==> src/rtl/instruction_unit.sv <==
// instruction_unit: fetches one instruction word per FETCH_go through a
// request/acknowledge handshake. It holds the PC and the instruction register,
// decodes the register-address and immediate fields, and loads the PC from
// PC_in, the branch target, the jump target or RESET_PC.
// Optional feature: define IU_FETCH_TIMEOUT_EN to abandon a fetch after
// TIMEOUT_CYC request cycles without an acknowledge and set a sticky flag.
module instruction_unit #(
  parameter logic [31:0] RESET_PC    = 32'h0000_0000,
  parameter logic [7:0]  TIMEOUT_CYC = 8'd255
) (
  input  logic        clk,
  input  logic        reset,
  input  logic        fetch_go_i,
  input  logic        pc_ld_i,
  input  logic [1:0]  pc_sel_i,
  input  logic [31:0] pc_in_i,
  input  logic [31:0] im_rdata_i,
  input  logic        im_ack_i,
  output logic        im_req_o,
  output logic [31:0] im_addr_o,
  output logic [31:0] pc_out_o,
  output logic [31:0] ir_out_o,
  output logic [31:0] se_16_o,
  output logic [4:0]  s_addr_o,
  output logic [4:0]  t_addr_o,
  output logic [4:0]  d_addr_o,
  output logic        ir_valid_o,
  output logic        busy_o,
  output logic        im_timeout_o
);

  typedef enum logic [1:0] {
    IDLE = 2'd0,
    REQ  = 2'd1,
    DONE = 2'd2
  } state_e;

  state_e      state_q;
  logic [31:0] pc_q;
  logic [31:0] ir_q;
  logic [31:0] im_addr_q;
  logic        im_req_q;
  logic        ir_valid_q;
  logic [31:0] pc_ld_d;

`ifdef IU_FETCH_TIMEOUT_EN
  logic [7:0]  cnt_q;
  logic        timeout_q;
`endif

  // Immediate and register fields are pure wiring off the instruction register.
  assign se_16_o  = {{16{ir_q[15]}}, ir_q[15:0]};
  assign s_addr_o = ir_q[25:21];
  assign t_addr_o = ir_q[20:16];
  assign d_addr_o = ir_q[15:11];

  // Candidate PC value for a load; the branch offset is relative to the
  // already-incremented PC.
  always_comb begin
    // NOTE: assign a default before the case so no path leaves pc_ld_d unassigned (no latch).
    pc_ld_d = RESET_PC;
    case (pc_sel_i)
      2'b00:   pc_ld_d = pc_in_i;
      2'b01:   pc_ld_d = pc_q + {se_16_o[29:0], 2'b00};
      2'b10:   pc_ld_d = {pc_q[31:28], ir_q[25:0], 2'b00};
      default: pc_ld_d = RESET_PC;
    endcase
  end

  // Fetch FSM with registered outputs; reset wins over every other input.
  always_ff @(posedge clk) begin
    // NOTE: sequential state uses non-blocking assignments so every register samples pre-edge values.
    if (reset) begin
      state_q    <= IDLE;
      pc_q       <= RESET_PC;
      ir_q       <= 32'h0;
      im_addr_q  <= 32'h0;
      im_req_q   <= 1'b0;
      ir_valid_q <= 1'b0;
`ifdef IU_FETCH_TIMEOUT_EN
      cnt_q      <= 8'd0;
      timeout_q  <= 1'b0;
`endif
    end else begin
      case (state_q)
        IDLE: begin
          // A PC load outranks a fetch request issued in the same cycle.
          if (pc_ld_i) begin
            pc_q <= pc_ld_d;
          end else if (fetch_go_i) begin
            state_q   <= REQ;
            im_addr_q <= pc_q;
            im_req_q  <= 1'b1;
`ifdef IU_FETCH_TIMEOUT_EN
            cnt_q     <= 8'd0;
`endif
          end
        end
        REQ: begin
          // An acknowledge in the timeout cycle still completes the fetch.
          if (im_ack_i) begin
            ir_q       <= im_rdata_i;
            pc_q       <= pc_q + 32'd4;
            im_req_q   <= 1'b0;
            ir_valid_q <= 1'b1;
            state_q    <= DONE;
          end
`ifdef IU_FETCH_TIMEOUT_EN
          else if (cnt_q == TIMEOUT_CYC - 8'd1) begin
            cnt_q     <= cnt_q + 8'd1;
            im_req_q  <= 1'b0;
            timeout_q <= 1'b1;
            state_q   <= IDLE;
          end else begin
            cnt_q <= cnt_q + 8'd1;
          end
`endif
        end
        DONE: begin
          ir_valid_q <= 1'b0;
          state_q    <= IDLE;
        end
        default: begin
          state_q <= IDLE;
        end
      endcase
    end
  end

  assign im_req_o   = im_req_q;
  assign im_addr_o  = im_addr_q;
  assign pc_out_o   = pc_q;
  assign ir_out_o   = ir_q;
  assign ir_valid_o = ir_valid_q;
  assign busy_o     = (state_q != IDLE);

`ifdef IU_FETCH_TIMEOUT_EN
  assign im_timeout_o = timeout_q;
`else
  assign im_timeout_o = 1'b0;
`endif

endmodule

==> config.mk <==
export PLATFORM = sky130hd
export DESIGN_NAME = instruction_unit
export DESIGN_NICKNAME = d
export VERILOG_FILES = /design/src/rtl/instruction_unit.sv
export SDC_FILE = /design/constraint.sdc
export NUM_CORES = 1
export LEC_CHECK = 0
export BUFFER_PORTS_ARGS = -buffer_cell sky130_fd_sc_hd__buf_4
export CORE_UTILIZATION = 43
export DETAILED_ROUTE_END_ITERATION = 8
export PLACE_DENSITY_LB_ADDON = 0.15
export SLEW_MARGIN = 0
export SYNTH_ARGS = -nofsm -noshare
export SYNTH_HDL_FRONTEND = slang
export SYNTH_SLANG_ARGS = --single-unit
==> constraint.sdc <==
create_clock -name clk -period 2.9 [get_ports clk]
set_input_delay 0.58 -clock clk [delete_from_list [all_inputs] [get_ports clk]]
set_output_delay 0.58 -clock clk [all_outputs]
set_load 0.005 [all_outputs]
==> results.py, run 1 <==
metrics = {
    "detailed_routing": {
        "firstDrtPassIters": 5,
        "post_drt_via_cell_ratio": 5.53,
        "num_vias": 7235,
        "wire_length_per_cell_after_detailed_routing_um": 17.6,
        "route.detailed.drc": 0,
        "drtIter0Drc": 561,
        "post_detailed_route_count_of_antenna_violating_nets": 0,
        "postRouteWirelength_um": 23000,
    },
    "global_route": {
        "grt_use_met1": 0.391,
        "gr-usage-met3": 0.0528,
        "grt_pass1_wl_um": 35400,
        "grt.overflow.total": 0,
        "first_global_vias": 6449,
        "overall_global_routing_resource_usage": 0.277,
        "antenna_found_initial": 0,
        "grt.met2_usage": 0.430,
        "grt_max_degree": 40,
        "gr-max-usage-layer": "met2",
    },
    "timing": {
        "setup-violations-final": 0,
        "fmaxAchievable_mhz": 367,
        "max_slew_margin": 0.542,
        "fin_crit_sh": 0.940,
        "layout_min_cycle_time_ns": 2.73,
        "report.final.slew_viol_count": 0,
        "worst_pin_slew_ns": 0.686,
        "rsz_0062_raised_after_global_routing": "yes",
        "timing_hold_violations_final": 0,
        "finalClockSkew_ns": 0.00836,
    },
    "logic_synthesis": {
        "syn_area_per_cell_um2": 7.51,
        "synth_warnings": 0,
        "synth-main-ff-cell": "sky130_fd_sc_hd__dfxtp_1",
        "mappedNetlistNets": 1016,
        "synth-edff-count": 0,
        "yosys.cell_types.count": 80,
        "ffs_latches_synth": 100,
        "yosysSeqAreaShare": 0.292,
        "synth-async-reset-ratio": 0,
        "mappedNetlistArea_um2": 6870,
        "post_synth_inst_count": 914,
    },
    "setup_path": {
        "crit_path_cell_trace": "ha_1, inv_1, fa_1, nor2b_2, o2111ai_1, a21oi_2, a2111oi_4, nor2_1, nand3_1, a211o_1, a211oi_1",
        "crit_arrival_ns": 3.00,
        "worstPathBufferInverterCount": 1,
        "cp-startpoint": "pc_out_o[2]",
        "timing.critical_path.required_ns": 3.17,
        "worst_path_max_delay_cell": "sky130_fd_sc_hd__fa_1",
        "r2r_slack_ns": 0.17,
        "crit-reg2reg-capture": "pc_out_o[24]",
        "crit_path_max_incr_delay_ns": 0.41,
        "cp-endpoint": "pc_out_o[24]",
        "timing_worst_setup_path_type": "flip-flop to flip-flop",
        "critical_path.reg2reg.startpoint": "pc_out_o[2]",
        "kind_of_end_point_of_the_critical_path": "flip-flop",
        "crit_fanout": 3,
        "critPathLaunchType": "flip-flop",
        "largest_delay_contributor_family_on_the_critical_path": "compound AO/OA/AOI/OAI gates",
        "worst-path-stages": 11,
        "reg2regPathDepth": 11,
    },
    "clock_tree": {
        "clock-sinks": 100,
        "ctsResizeCount": 0,
        "postCtsSetupBuffers": 0,
        "cts_tree": "built",
        "clk_pin_slew_worst_paths_ns": 0.07,
        "cts-hold-fix-buffers": 0,
        "htree_levels": 3,
        "cts_inserted_buffers": 9,
        "ctsRootBufferMaster": "sky130_fd_sc_hd__clkbuf_16",
        "cts_buffer_depth": 2,
        "clk_latency_ns": 0.36,
    },
    "worst_hold_path": {
        "hold_path_startpoint": "im_addr_o[22]",
        "worst_hold_path_type": "flip-flop to flip-flop",
    },
    "pwr": {
        "pwr-share-clk": 0.356,
        "pwr_density_cell_nw_per_um2": 400,
        "power.share.switching": 0.305,
        "internal_power_uw": 2470,
        "switchingPower_uw": 1090,
        "leakage_dissipation_uw": 0.00405,
        "worst_case_vdd_ir_drop_uv": 374,
        "design_power_total_uw": 3560,
        "share_seq_of_total_power": 0.417,
        "share_comb_of_total_power": 0.227,
    },
    "run": {
        "drv.max_cap_violation_count": 0,
    },
    "floorplanning": {
        "die_width_um": 128,
        "start_util": 0.447,
        "fp.dieH_um": 128,
        "floorplan.io_pins": 218,
        "fp.dieArea_um2": 16500,
        "floorplan.rows": 45,
        "core_um2": 15400,
    },
    "placement": {
        "io_buffer_count": 216,
        "dp_hpwl_um": 17500,
        "place.gp.congestion": 0.934,
        "placed_cells_incl_taps": 1292,
    },
    "layout": {
        "antenna_cells": 0,
        "num-nets-final": 1194,
        "stdcell_count": 1308,
        "layout-drive-gt1-share": 0.287,
        "leading_cell_type_in_the_layout_fill_and_taps_excluded": "sky130_fd_sc_hd__buf_4",
        "num-fill-cells": 1536,
        "areaGrowthSynthToFinish_pct": 29.8,
        "mostFrequentLayoutCells": "sky130_fd_sc_hd__buf_4 (270), sky130_fd_sc_hd__nand2_1 (174), sky130_fd_sc_hd__a21oi_1 (110)",
    },
    "run_status": {
        "status": "finished, final reports clean",
    },
}
worst min path at each step:
stage / cells after the start / endpoint / slack (ns)
after floorplan: 2 / im_addr_o[0] / 0.45
after global placement: 2 / im_addr_o[26] / 0.44
after detailed placement: 2 / im_addr_o[3] / 0.45
after CTS: 3 / pc_out_o[0] / 0.46
after global routing: 3 / ir_out_o[5] / 0.47
final: 2 / im_addr_o[22] / 0.46
layout make-up:
| type | instances | area, um^2 | share of cell area |
|---|---|---|---|
| repair buffers | 271 | 2050 | 0.230 |
| well taps | 211 | 264 | 0.0296 |
| clock inverters | 7 | 80.1 | 0.00899 |
| inverters | 13 | 48.8 | 0.00548 |
| flip-flops and latches | 100 | 2000 | 0.225 |
| multi-input cells | 697 | 4240 | 0.476 |
| clock buffers | 9 | 225 | 0.0253 |
metal layers:
| metal | share of wire | routed length (um) | vias to the layer above |
|---|---|---|---|
| met4 | 0.022 | 506 | 0 |
| met1 | 0.46 | 10600 | 3343 |
| met2 | 0.44 | 10100 | 307 |
| met3 | 0.078 | 1780 | 24 |
| li1 | - | - | 3561 |
| met5 | 0 | 0 | - |
state kept, by name (all words and copies together), names as in the netlist:
signal / flops
im_req_o: 1
pc_out_o: 32
state_q: 2
ir_out_o: 32
im_addr_o: 32
ir_valid_o: 1
synth_stat cells (4+ instances only):
library cell                 n  share of area
sky130_fd_sc_hd__nand2b_1    5         0.0046
sky130_fd_sc_hd__xnor2_1    13          0.017
sky130_fd_sc_hd__ha_1       30          0.055
sky130_fd_sc_hd__a211o_1     4         0.0051
sky130_fd_sc_hd__nor3b_1     5         0.0055
sky130_fd_sc_hd__nor2_1     69          0.038
sky130_fd_sc_hd__buf_2       7         0.0051
sky130_fd_sc_hd__a211oi_1    8         0.0087
sky130_fd_sc_hd__or3_1       7         0.0064
sky130_fd_sc_hd__nor4_1      5         0.0046
sky130_fd_sc_hd__nand3_1    15          0.011
sky130_fd_sc_hd__and3_1      8         0.0073
sky130_fd_sc_hd__mux2i_1    28          0.041
sky130_fd_sc_hd__nand2_1   174          0.095
sky130_fd_sc_hd__clkbuf_1   43          0.024
sky130_fd_sc_hd__o221ai_1   10          0.013
sky130_fd_sc_hd__a31oi_1    14          0.013
sky130_fd_sc_hd__o31ai_1     4         0.0044
sky130_fd_sc_hd__dfxtp_1   100           0.29
sky130_fd_sc_hd__o22ai_1     9         0.0082
sky130_fd_sc_hd__nor2b_1     8         0.0073
sky130_fd_sc_hd__xor2_1     18          0.023
sky130_fd_sc_hd__a21o_1     17          0.019
sky130_fd_sc_hd__o21ai_0    34          0.025
sky130_fd_sc_hd__nor3_1     21          0.015
sky130_fd_sc_hd__a21oi_1   111          0.081
sky130_fd_sc_hd__a22oi_1     5         0.0055
sky130_fd_sc_hd__o211ai_1    5         0.0055
sky130_fd_sc_hd__inv_1      13         0.0071
sky130_fd_sc_hd__nand4_1     8         0.0073
sky130_fd_sc_hd__buf_4      50          0.055
power groups by stage:
stage / clock, uW / combinational, uW / sequential, uW
after floorplan: 0 / 431 / 1530
after global placement: 0 / 797 / 1510
after detailed placement: 0 / 798 / 1520
after CTS: 1290 / 801 / 1480
after global routing: 1350 / 877 / 1490
final: 1270 / 807 / 1490
cells by family (layout without fill, tap and decap cells):
family	after synthesis	count (layout)	synth area share
and+or+nand+nor	348	348	0.237
xor gates and xnor gates	31	31	0.0395
adders and majority gates	31	31	0.0576
AOI/OAI and AO/OA	257	257	0.236
buffers and inverters	117	300	0.0949
muxes	29	29	0.0425
DFF	100	100	0.292
other	1	1	0.000546
metrics by stage:
step	area, um^2	hold WS [ns]	TNS [ns]	utilization	worst slack [ns]
after global placement	8590	0.444	0	0.559	0.196
after global routing	8910	0.466	-0.0345	0.580	-0.0345
after detailed placement	8590	0.447	0	0.559	0.171
final	8910	0.455	0	0.580	0.174
after CTS	8890	0.456	0	0.578	0.153
after floorplan	6870	0.453	0	-	0.146
worst register-to-register path, stage by stage, from the launching register on:
cell and delay, ns:
sky130_fd_sc_hd__dfxtp_1 0.34, sky130_fd_sc_hd__ha_1 0.20, sky130_fd_sc_hd__inv_1 0.07, sky130_fd_sc_hd__fa_1 0.41, sky130_fd_sc_hd__nor2b_2 0.15, sky130_fd_sc_hd__o2111ai_1 0.16
sky130_fd_sc_hd__a21oi_2 0.28, sky130_fd_sc_hd__a2111oi_4 0.14, sky130_fd_sc_hd__nor2_1 0.22, sky130_fd_sc_hd__nand3_1 0.14, sky130_fd_sc_hd__a211o_1 0.33, sky130_fd_sc_hd__a211oi_1 0.21
No activity file was read; power rests on OpenSTA's default activity.
==> run 2, diff against run 1 <==
==> constraint.sdc (replaced) <==
create_clock -name clk -period 2.9 [get_ports clk]
set_input_delay 0.145 -clock clk [delete_from_list [all_inputs] [get_ports clk]]
set_output_delay 0.145 -clock clk [all_outputs]
set_load 0.005 [all_outputs]
==> run 2 against run 1 <==
Effect of this change:
- cell count down 0.31%
- sequential share of layout area rose by 0.095 points
- critical path type unchanged
- via count is 0.11% lower
- clock skew is 0.0027 ns higher
- fmax grew 0.58%
- clock power about the same
- core utilization shrank 0.24 points
- first-iteration DRC count decreased by 2.1%
- die area is the same
- setup slack improved by 0.016 ns
==> results.py, run 2 (synthesis results as in run 1) <==
metrics = {
    "timing": {
        "worst_pin_slew_ns": 0.796,
        "rsz_0062_raised_after_global_routing": "yes",
        "timing_hold_violations_final": 0,
        "tns_ns": 0,
        "max_slew_margin": 0.467,
        "layout_min_cycle_time_ns": 2.71,
        "fin_crit_sh": 0.935,
        "report.final.slew_viol_count": 0,
        "fmaxAchievable_mhz": 369,
        "setup-violations-final": 0,
        "finalClockSkew_ns": 0.0111,
    },
    "floorplanning": {
        "start_util": 0.447,
        "die_width_um": 128,
        "core_um2": 15400,
        "fp.dieH_um": 128,
        "fp.dieArea_um2": 16500,
        "floorplan.io_pins": 218,
        "floorplan.rows": 45,
    },
    "layout": {
        "leading_cell_type_in_the_layout_fill_and_taps_excluded": "sky130_fd_sc_hd__buf_4",
        "mostFrequentLayoutCells": "sky130_fd_sc_hd__buf_4 (267), sky130_fd_sc_hd__nand2_1 (174), sky130_fd_sc_hd__a21oi_1 (110)",
        "layout-drive-gt1-share": 0.285,
        "num-nets-final": 1190,
        "areaGrowthSynthToFinish_pct": 29.2,
        "antenna_cells": 0,
        "finish.instance_area_um2": 8870,
    },
    "pwr": {
        "share_comb_of_total_power": 0.224,
        "pwr_density_cell_nw_per_um2": 402,
        "worst_case_vdd_ir_drop_uv": 332,
        "internal_power_uw": 2490,
        "pwr-share-clk": 0.359,
        "switchingPower_uw": 1080,
        "power.share.switching": 0.302,
        "leakage_dissipation_uw": 0.00402,
        "share_seq_of_total_power": 0.417,
        "design_power_total_uw": 3560,
    },
    "setup_path": {
        "crit_arrival_ns": 2.99,
        "timing.critical_path.required_ns": 3.18,
        "crit_path_max_incr_delay_ns": 0.41,
        "largest_delay_contributor_family_on_the_critical_path": "compound AO/OA/AOI/OAI gates",
        "crit_fanout": 3,
        "crit_path_cell_trace": "ha_1, inv_1, fa_1, nor2b_2, o2111ai_1, a21oi_2, a2111oi_4, nor2_1, nand3_1, a211o_1, a211oi_1",
        "critical_path.reg2reg.startpoint": "pc_out_o[2]",
        "cp-startpoint": "pc_out_o[2]",
        "critPathLaunchType": "flip-flop",
        "kind_of_end_point_of_the_critical_path": "flip-flop",
        "timing_worst_setup_path_type": "flip-flop to flip-flop",
        "worstPathBufferInverterCount": 1,
        "worst_path_max_delay_cell": "sky130_fd_sc_hd__fa_1",
    },
    "detailed_routing": {
        "num_vias": 7227,
        "postRouteWirelength_um": 22700,
        "post_detailed_route_count_of_antenna_violating_nets": 0,
        "firstDrtPassIters": 5,
        "post_drt_via_cell_ratio": 5.54,
        "drtIter0Drc": 549,
        "route.detailed.drc": 0,
        "wire_length_per_cell_after_detailed_routing_um": 17.4,
    },
    "global_route": {
        "antenna_found_initial": 1,
        "overall_global_routing_resource_usage": 0.276,
        "first_global_vias": 6660,
        "grt.overflow.total": 0,
        "grt_max_degree": 70,
        "grt_pass1_wl_um": 35400,
    },
    "run": {
        "drv.max_cap_violation_count": 0,
    },
    "placement": {
        "placedInstanceArea_um2": 8540,
        "dp_hpwl_um": 17200,
        "place.gp.congestion": 0.953,
        "io_buffer_count": 216,
    },
    "clock_tree": {
        "cts_tree": "built",
        "cts_inserted_buffers": 9,
        "ctsRootBufferMaster": "sky130_fd_sc_hd__clkbuf_16",
        "htree_levels": 3,
        "postCtsSetupBuffers": 0,
        "clk_latency_ns": 0.36,
        "cts_buffer_depth": 2,
        "clk_pin_slew_worst_paths_ns": 0.08,
        "clock-sinks": 100,
    },
    "run_status": {
        "status": "finished, final reports clean",
    },
    "worst_hold_path": {
        "worst_hold_path_type": "input port to flip-flop",
        "hold_path_startpoint": "im_rdata_i[14]",
    },
}
-- run 2: cell count changes in the layout (fill, tap and decap cells not counted), sizes merged --
cell / before / now
inv: 16 / 15
clkinvlp: 1 / 2
clkinv: 2 / 1
clkbuf: 9 / 10
buf: 271 / 267
-- run 2: metal layers --
metal / routed length [um] / track usage / vias to the layer above
met4: 420 / 0.0879 / 2
met3: 1680 / 0.0620 / 24
li1: - / - / 3542
met1: 10400 / 0.373 / 3374
met5: 11 / 0 / -
met2: 10100 / 0.437 / 285
-- run 2: metrics by stage --
stage                     std cells  worst slack [ns]   util  hold slack, ns
after floorplan                 914             0.146      -           0.274
after global placement         1288             0.199  0.556           0.389
after detailed placement       1288             0.173  0.556           0.401
after CTS                      1304             0.155  0.576          0.0204
after global routing           1304           -0.0208  0.577          0.0340
final                          1304             0.189  0.577          0.0294
-- run 2: worst min-delay path, delay by kind of cell --
family,cells,cell delay (ns)
AOI/OAI and AO/OA,1,0.05
buffers and inverters,1,0.11
and+or+nand+nor,1,0.05
-- run 2: layout make-up --
| class | count | area (um^2) |
|---|---|---|
| Fill cell | 1522 | 6500 |
| Clock buffer | 10 | 239 |
| Inverter | 13 | 48.8 |
| Timing Repair Buffer | 267 | 2000 |
| Tap cell | 211 | 264 |
| Sequential cell | 100 | 2000 |
| Multi-Input combinational cell | 697 | 4240 |
| Clock inverter | 6 | 71.3 |
-- run 2: worst paths after layout --
path,to,slack [ns],depth (start not counted)
worst min register to register,im_addr_o[17],0.45,2
worst max register to register,pc_out_o[24],0.19,11
worst min-delay path,ir_out_o[14],0.03,3
worst max-delay path,pc_out_o[24],0.19,11
-- run 2: repair_timing --
action | in CTS | in global routing
gates resized for setup | 0 | 2
hold buffers | 0 | 0
setup endpoints to repair | 0 | 3
-- run 2: power groups by stage --
stage	clock (uW)	sequential, uW	combinational (uW)
after floorplan	0	1530	431
after global placement	0	1510	789
after detailed placement	0	1520	790
after CTS	1300	1490	793
after global routing	1350	1490	874
final	1280	1490	799
